[src/rtl/uart_tx_sched.sv]
// uart_tx_sched: round-robin scheduler sharing one UART TX core among
// NUM_REQ byte sources. It grants one pending request and captures its byte.
// It then holds data-enable until the core reports busy and waits for the
// frame to end. If the core never starts, it aborts on a CE-tick timeout.
module uart_tx_sched #(
  parameter int unsigned NUM_REQ       = 4,
  parameter int unsigned TIMEOUT_TICKS = 64
) (
  input  logic                       CLK,
  input  logic                       RST_N,
  input  logic                       iCLK_CE,
  input  logic [NUM_REQ-1:0]         iREQ,
  input  logic [8*NUM_REQ-1:0]       iREQ_DATA,
  output logic [NUM_REQ-1:0]         oACK,
  output logic                       oTX_DE,
  output logic [7:0]                 oTX_DATA,
  input  logic                       iTX_BUSY,
  output logic                       oBUSY,
  output logic [$clog2(NUM_REQ)-1:0] oGNT_ID,
  output logic                       oDONE,
  output logic                       oERR
);

  localparam int unsigned GW = $clog2(NUM_REQ);
  localparam int unsigned CW = $clog2(TIMEOUT_TICKS + 1);

  typedef enum logic [1:0] {
    S_IDLE,
    S_LAUNCH,
    S_WAIT_DONE
  } state_t;

  state_t          state, state_n;
  logic [GW-1:0]   ptr, ptr_n;
  logic [CW-1:0]   cnt, cnt_n;

  logic [NUM_REQ-1:0] ack_n;
  logic               de_n;
  logic [7:0]         data_n;
  logic               busy_n;
  logic [GW-1:0]      gnt_n;
  logic               done_n;
  logic               err_n;

  logic               found;
  logic [GW-1:0]      win;
  logic [7:0]         sel_data;

  // Round-robin search: first pending request at or above ptr, wrapping to 0
  always_comb begin
    int unsigned   j;
    logic [GW-1:0] idx;
    found = 1'b0;
    win   = '0;
    for (int unsigned i = 0; i < NUM_REQ; i++) begin
      j = int'(ptr) + i;
      if (j >= NUM_REQ) j = j - NUM_REQ;
      idx = GW'(j);
      if (!found && iREQ[idx]) begin
        found = 1'b1;
        win   = idx;
      end
    end
  end

  // Winner's byte slice
  always_comb begin
    sel_data = '1;
    for (int unsigned i = 0; i < NUM_REQ; i++) begin
      if (win == GW'(i)) sel_data = iREQ_DATA[i*8 +: 8];
    end
  end

  // Next-state and registered-output logic; pulses default low every cycle
  always_comb begin
    state_n = state;
    ptr_n   = ptr;
    cnt_n   = cnt;
    ack_n   = '0;
    de_n    = oTX_DE;
    data_n  = oTX_DATA;
    busy_n  = oBUSY;
    gnt_n   = oGNT_ID;
    done_n  = 1'b0;
    err_n   = 1'b0;
    unique case (state)
      S_IDLE: begin
        de_n = 1'b0;
        if (found) begin
          for (int unsigned i = 0; i < NUM_REQ; i++) ack_n[i] = (win == GW'(i));
          data_n  = sel_data;
          gnt_n   = win;
          ptr_n   = (win == GW'(NUM_REQ - 1)) ? '0 : win + 1'b1;
          cnt_n   = '0;
          busy_n  = 1'b1;
          state_n = S_LAUNCH;
        end
      end
      S_LAUNCH: begin
        if (iTX_BUSY) begin
          de_n    = 1'b0;
          state_n = S_WAIT_DONE;
        end else if (cnt == CW'(TIMEOUT_TICKS)) begin
          de_n    = 1'b0;
          done_n  = 1'b1;
          err_n   = 1'b1;
          busy_n  = 1'b0;
          state_n = S_IDLE;
        end else begin
          de_n = 1'b1;
          // Only ticks the core could have launched on (DE already high) count
          if (iCLK_CE && oTX_DE) cnt_n = cnt + 1'b1;
        end
      end
      S_WAIT_DONE: begin
        de_n = 1'b0;
        if (!iTX_BUSY) begin
          done_n  = 1'b1;
          busy_n  = 1'b0;
          state_n = S_IDLE;
        end
      end
      default: begin
        de_n    = 1'b0;
        state_n = S_IDLE;
      end
    endcase
  end

  // State and output registers
  always_ff @(posedge CLK or negedge RST_N) begin
    if (!RST_N) begin
      state    <= S_IDLE;
      ptr      <= '0;
      cnt      <= '0;
      oACK     <= '0;
      oTX_DE   <= 1'b0;
      oTX_DATA <= '1;
      oBUSY    <= 1'b0;
      oGNT_ID  <= '0;
      oDONE    <= 1'b0;
      oERR     <= 1'b0;
    end else begin
      state    <= state_n;
      ptr      <= ptr_n;
      cnt      <= cnt_n;
      oACK     <= ack_n;
      oTX_DE   <= de_n;
      oTX_DATA <= data_n;
      oBUSY    <= busy_n;
      oGNT_ID  <= gnt_n;
      oDONE    <= done_n;
      oERR     <= err_n;
    end
  end

endmodule

[config.mk]
export PLATFORM = sky130hd
export DESIGN_NAME = uart_tx_sched
export DESIGN_NICKNAME = d
export VERILOG_FILES = /design/src/rtl/uart_tx_sched.sv
export SDC_FILE = /design/constraint.sdc
export NUM_CORES = 1
export LEC_CHECK = 0
export CAP_MARGIN = 15
export CELL_PAD_IN_SITES_DETAIL_PLACEMENT = 1
export CELL_PAD_IN_SITES_GLOBAL_PLACEMENT = 2
export CORE_ASPECT_RATIO = 1.4
export CORE_MARGIN = 2
export CORE_UTILIZATION = 29
export CTS_BUF_LIST = sky130_fd_sc_hd__clkbuf_8
export DETAILED_ROUTE_END_ITERATION = 16
export GPL_TIMING_DRIVEN = 0
export PLACE_DENSITY_LB_ADDON = 0.1
export SLEW_MARGIN = 20
export SYNTH_ARGS = -nofsm -noshare
export SYNTH_HDL_FRONTEND = slang
export SYNTH_SLANG_ARGS = --single-unit
[constraint.sdc]
create_clock -name CLK -period 5.05 [get_ports CLK]
set_clock_uncertainty 0.05 [all_clocks]
set_input_delay 0.505 -clock CLK [delete_from_list [all_inputs] [get_ports CLK]]
set_output_delay 0.505 -clock CLK [all_outputs]
set_load 0.01 [all_outputs]
# Word-level counts from Yosys, hierarchy flattened

Cells that the tools add are included.

$add $sub $neg: 9
Magnitude comparators: 8
Equality and inequality tests: 13
Muxes and demuxes: 50
Reductions and logical operators: 15

Operators by type and width:

| kind                                                                                | count |
|---|---|
| 8-bit two-way mux                                                                   | 4 |
| 7-bit two-way mux                                                                   | 4 |
| 2-bit two-way mux                                                                   | 13 |
| 1-bit two-way mux                                                                   | 19 |
| 7-bit case mux with 2 select lines                                                  | 1 |
| 2-bit by 3-bit < comparator with 1-bit output, second input constant                | 4 |
| 2-bit inequality test, second input constant                                        | 6 |
| 5-bit AND reduction                                                                 | 2 |
| 3-bit greater-or-equal comparator, second input constant                            | 3 |
| 1-bit binary-select mux with 2-bit select                                           | 4 |
| 4-bit two-way mux                                                                   | 2 |
| 2-bit by 1-bit subtractor with 2-bit output, second input constant                  | 4 |
| 7-bit by 1-bit adder with 7-bit output, second input constant                       | 1 |
| 7-bit == test, second input constant                                                | 1 |
| 2-bit by 2-bit adder with 3-bit output, second input constant                       | 2 |
| 2-bit == test, second input constant                                                | 3 |
| 2-bit case mux with 3 select lines                                                  | 1 |
| 2-bit by 1-bit == test with 1-bit output, second input constant                     | 2 |
| 1-bit logical AND                                                                   | 4 |
| 2-bit zero test                                                                     | 2 |
| 2-bit by 1-bit adder with 3-bit output, second input constant                       | 1 |
| 2-bit by 3-bit greater-or-equal comparator with 1-bit output, second input constant | 1 |
| 1-bit zero test                                                                     | 3 |
| 3-bit inequality test, second input constant                                        | 1 |
| 7 further kinds                                                                     | 7 |

Bits in registers: 29
Input bits: 40
Word-level logic and storage cells: 105

# Depth between registers and ports, before layout

Word-level depth: 19
Gate-level depth with buffers: 10
Depth with buffers taken out: 9

# Worst setup path after synthesis

No wires, ideal clock.

Kind: input to register
Start point: in iREQ[0]
End point: reg oTX_DATA[6]
Data arrival time: 2,040 ps
Slack: 2,869 ps
Stages: 9
Path buffers: 2
Cell sequence: or2b_1 > a21oi_1 > a221o_1 > nor2_1 > ha_1 > clkbuf_1 > clkbuf_1 > a211oi_1 > o31ai_1

Longest elaborated chain between the ends: 17

Ends and longest elaborated chain:

| element                                   | line | text |
|---|---|---|
| start: declaration                        | 12   | `input logic [NUM_REQ-1:0] iREQ,` |
| 1-bit binary-select mux with 2-bit select | 59   | `if (!found && iREQ[idx]) begin` |
| 1-bit two-way mux (implied by the code)   | 59   |  |
| 1-bit two-way mux                         | 59   |  |
| 1-bit zero test                           | 59   |  |
| 1-bit logical AND                         | 59   |  |
| 1-bit two-way mux                         | 59   |  |
| 1-bit zero test                           | 59   |  |
| 1-bit logical AND                         | 59   |  |
| 1-bit two-way mux                         | 59   |  |
| 1-bit zero test                           | 59   |  |
| 1-bit logical AND                         | 59   |  |
| 2-bit two-way mux (*)                     | 59   |  |
| via win[0]                                | 46   | `logic [GW-1:0] win;` |
| 2-bit zero test                           | 70   | `if (win == GW'(i)) sel_data = iREQ_DATA[i*8 +: 8];` |
| 8-bit two-way mux (3 in series)           | 70   |  |
| 8-bit two-way mux (*)                     | 70   |  |
| end signal: assignment                    | 149  | `oTX_DATA <= data_n;` |
| end: declaration                          | 16   | `output logic [7:0] oTX_DATA,` |

Mark *: on every way through the listed nets, which the timed path passes. The rest lies on a longest branch. The select of a mux whose other input is x is not followed.
A chain may end at the register's enable or synchronous reset.

# Worst setup path after layout

Start point: in iREQ[1]
End point: reg oTX_DATA[6]

Same word-level chain as after synthesis.

==> results by group <==
STA
  – FMAX: 347 MHz
  – Final Max Slew Viols: 0
  – Final Setup Violations: 0
  – Worst-Margin Slew: roughly 0.68 ns
  – Setup total negative slack: 0 ns
  – Final hold viol count: 0
  – Relative slew slack: 54.4%
  – Tcrit/Tclk final: 57.1%
  – RSZ-0062 raised after global routing: false
  – Tmin final: about 2.9 ns

Logic synthesis
  – Register bit total from synthesis: 29
  – Top cell type by total area after synthesis: dfrtp_1
  – Mapped Nets: 243
  – Syn Inst Count: ~190
  – Syn Area/Cell: roughly 9 µm²
  – Synth area leaders: dfrtp_1 30%, dfstp_2 12%, ha_1 6.4%
  – Mapped Area: roughly 0.0017 mm²
  – Largest family of logic cells by synthesized area: compound AO/OA/AOI/OAI gates
  – Netlist cell types: 42
  – Async set or reset register ratio after synthesis: 100%
  – Most common cell in the netlist: inv_1
  – Synth warn: 0
  – Main synth FF type: dfrtp_1
  – Mux cell area share after synthesis: around 2.4%
  – Synth Area in XOR/XNOR: 0%
  – Synth cell count leaders: 22 x inv_1, 21 x dfrtp_1, 20 x a21oi_1
  – Synth Area in Adders: 6.44%
  – Synth Area in Compound Gates: 26.0%
  – Post-Synth Simple-Gate Area: 16.2%
  – Sequential area share after synthesis: 42.1%
  – Post-synth EDFFs: 0
  – Area share of the largest cell type after synthesis: a little under a third

Route
  – DRC viols: 0
  – DR vias/cell: 5.12
  – Routed len/inst: between 15 and 20 µm
  – First DRT Iteration DRCs: 39
  – Pre-antenna DRT Iters: 4
  – Post-route ant nets: 0
  – Routed vias: 1,686
  – Total Wirelength: a little over 5 mm

Clock network
  – H-tree Lvls: 2
  – Reg clk slew, reported paths: 0.06 ns
  – Post-cts sizing count: 0
  – CTS buffer count: 5
  – Clk buf depth: 2
  – TritonCTS clock tree: done
  – Hold Buf Count CTS: 0
  – Clock Sinks: 29
  – Setup Buffers After CTS: 0
  – Root buf cell: clkbuf_8
  – Clk Latency, worst-skew pair: approximately 0.28 ns

Layout
  – Final instance area: 0.00250 mm²
  – P&R area growth vs syn: 43.1%
  – Share of layout cells above drive strength 1: ~10%
  – Fin nets: around 300
  – Post-Layout Cell Count: 329
  – Ant diodes: 0
  – Fillers: 702

Worst setup path
  – CP max stage delay: 0.59 ns
  – Critical path, cell by cell: clkdlybuf4s50_1, nand2b_1, a21oi_1, a221o_1, nor2_1, ha_1, clkbuf_1, clkbuf_1, a211oi_1, o31ai_1
  – Worst setup startpoint: iREQ[1]
  – Most frequent cell on the critical path: clkbuf_1
  – Startpoint Class: primary input
  – Delay-heaviest family, CP: buffers and inverters
  – Reg2Reg Launch Point: ptr[0]$_DFFE_PN0P_
  – Worst endpoint required time: 5.19 ns
  – Bufs and invs on worst path: 3
  – Crit-path max FO: 10
  – Worst Setup End Kind: flip-flop
  – Crit path max-delay cell type: clkdlybuf4s50_1
  – Critical Path AT: 3.02 ns
  – Critical path class: primary input to flip-flop

Placed design
  – Cells after DPL: approximately 320
  – Dpl cell area: 0.00240 mm²
  – Port-buffer cells: 57
  – GPL Wtd Cong: 0.727
  – DPL Wire Length: 3.99 mm

Floorplan
  – Starting density of the core: between 20% and 30%
  – DIE AREA: 0.00668 mm²
  – Rows: 33
  – Die width: 69.6 µm
  – Num ports: 58
  – Chip Height: 95.9 µm
  – Core area: 0.00586 mm²

Global routing
  – Largest net degree at the start of global routing: 30
  – Total congestion overflow: 0
  – Vias in the first global route: 1,825
  – Overall global routing resource usage: about 17%
  – Global-route wire length before repair: 9.03 mm
  – Initial antenna violation count: 0

Pwr
  – Peak supply drop: between 150 and 200 µV
  – PwrDens: 532 mW/mm²
  – Static Leak: roughly 0.0011 µW

Run
  – MaxCap Viol Count: 0

Run status
  – Status: complete, no violations

Worst hold path
  – Hold Crit Class: primary input to asynchronous set/reset pin
## metal layers
layer  wire length (µm)  track usage (%)  up-vias
li1                   -                -      820
met1               2270             20.3      817
met2               2630             30.6       45
met3                245             3.56        4
met4                 51             5.77        0
met5                  0                0        -
## worst register-to-register path: stages (launching register included)
cell	delay [ns]
dfrtp_1	0.44
or2b_1	0.26
nor2b_1	0.13
o22ai_1	0.33
inv_1	0.13
ha_1	0.22
clkbuf_1	0.19
clkbuf_1	0.30
inv_1	0.15
nor2_1	0.05
o31ai_1	0.19
## worst paths after layout
| kind | endpoint | slack (ns) | cells past startpoint |
|---|---|---|---|
| worst max-delay path | oTX_DATA[6]$_DFFE_PN1P_ | 2.17 | 10 |
| worst min-delay path | oACK[3]$_DFF_PN0_ | 0.21 | 1 |
| worst max register to register | oTX_DATA[6]$_DFFE_PN1P_ | 2.53 | 10 |
| worst min register to register | oTX_DATA[6]$_DFFE_PN1P_ | 0.42 | 2 |
| max in group asynchronous | cnt[4]$_DFFE_PN0P_ | 4.29 | 1 |
| min in group CLK | oTX_DATA[6]$_DFFE_PN1P_ | 0.42 | 2 |
## registers in the layout, summed over array words and instances (netlist names)
register and cells:
oTX_DE 1, oGNT_ID 2, oTX_DATA 8, oACK 4
oBUSY 1, state 2, oERR 1, ptr 2
cnt 7, oDONE 1
## kinds of logic (layout without fill, tap and decap cells)
| group | count (synthesis) | in the layout |
|---|---|---|
| AOI/OAI and AO/OA | 71 | 71 |
| DFF | 29 | 29 |
| adders and majority gates | 9 | 9 |
| buffers and inverters | 30 | 95 |
| and+or+nand+nor | 52 | 52 |
| muxes | 3 | 3 |
## per-stage QoR
| stage | setup slack, ns | util [%] | hold slack [ns] | total power (µW) |
|---|---|---|---|---|
| finish | 2.17 | 42.7 | 0.213 | 1330 |
| global route | 1.89 | 42.7 | 0.247 | 1460 |
| CTS | 2.13 | 42.7 | 0.236 | 1360 |
| detailed placement | 1.84 | 41.0 | 0.413 | 1140 |
| global placement | 1.87 | 41.1 | 0.412 | 1130 |
| floorplan | 2.87 | - | 0.159 | 847 |
## cell usage in the layout (no fill, tap or decap), drive strengths merged, types with 8 or more instances in the layout
| master | instances |
|---|---|
| dfstp | 8 |
| dfrtp | 21 |
| o22ai | 10 |
| nor2 | 13 |
| clkdlybuf4s50 | 56 |
| ha | 9 |
| a22o | 8 |
| nand2 | 15 |
| inv | 22 |
| clkbuf | 12 |
| o21ai | 15 |
| a21oi | 20 |
## power breakdown
group          switching, µW  total, µW  internal (µW)
Combinational            379        729            350
Clock                   90.8        214            123
Sequential              50.5        389            339
## layout make-up
class,instances,area (µm²),share of cell area [%]
buffer,8,38.8,1.55
tap,70,87.6,3.50
timing repair buffer,57,566,22.6
clock inverter,1,5.00,0.200
sequential,29,736,29.4
inverter,22,82.6,3.30
clock buffer,7,96.3,3.85
multi-input combinational,135,892,35.6
(Power assumes the default switching activity.)
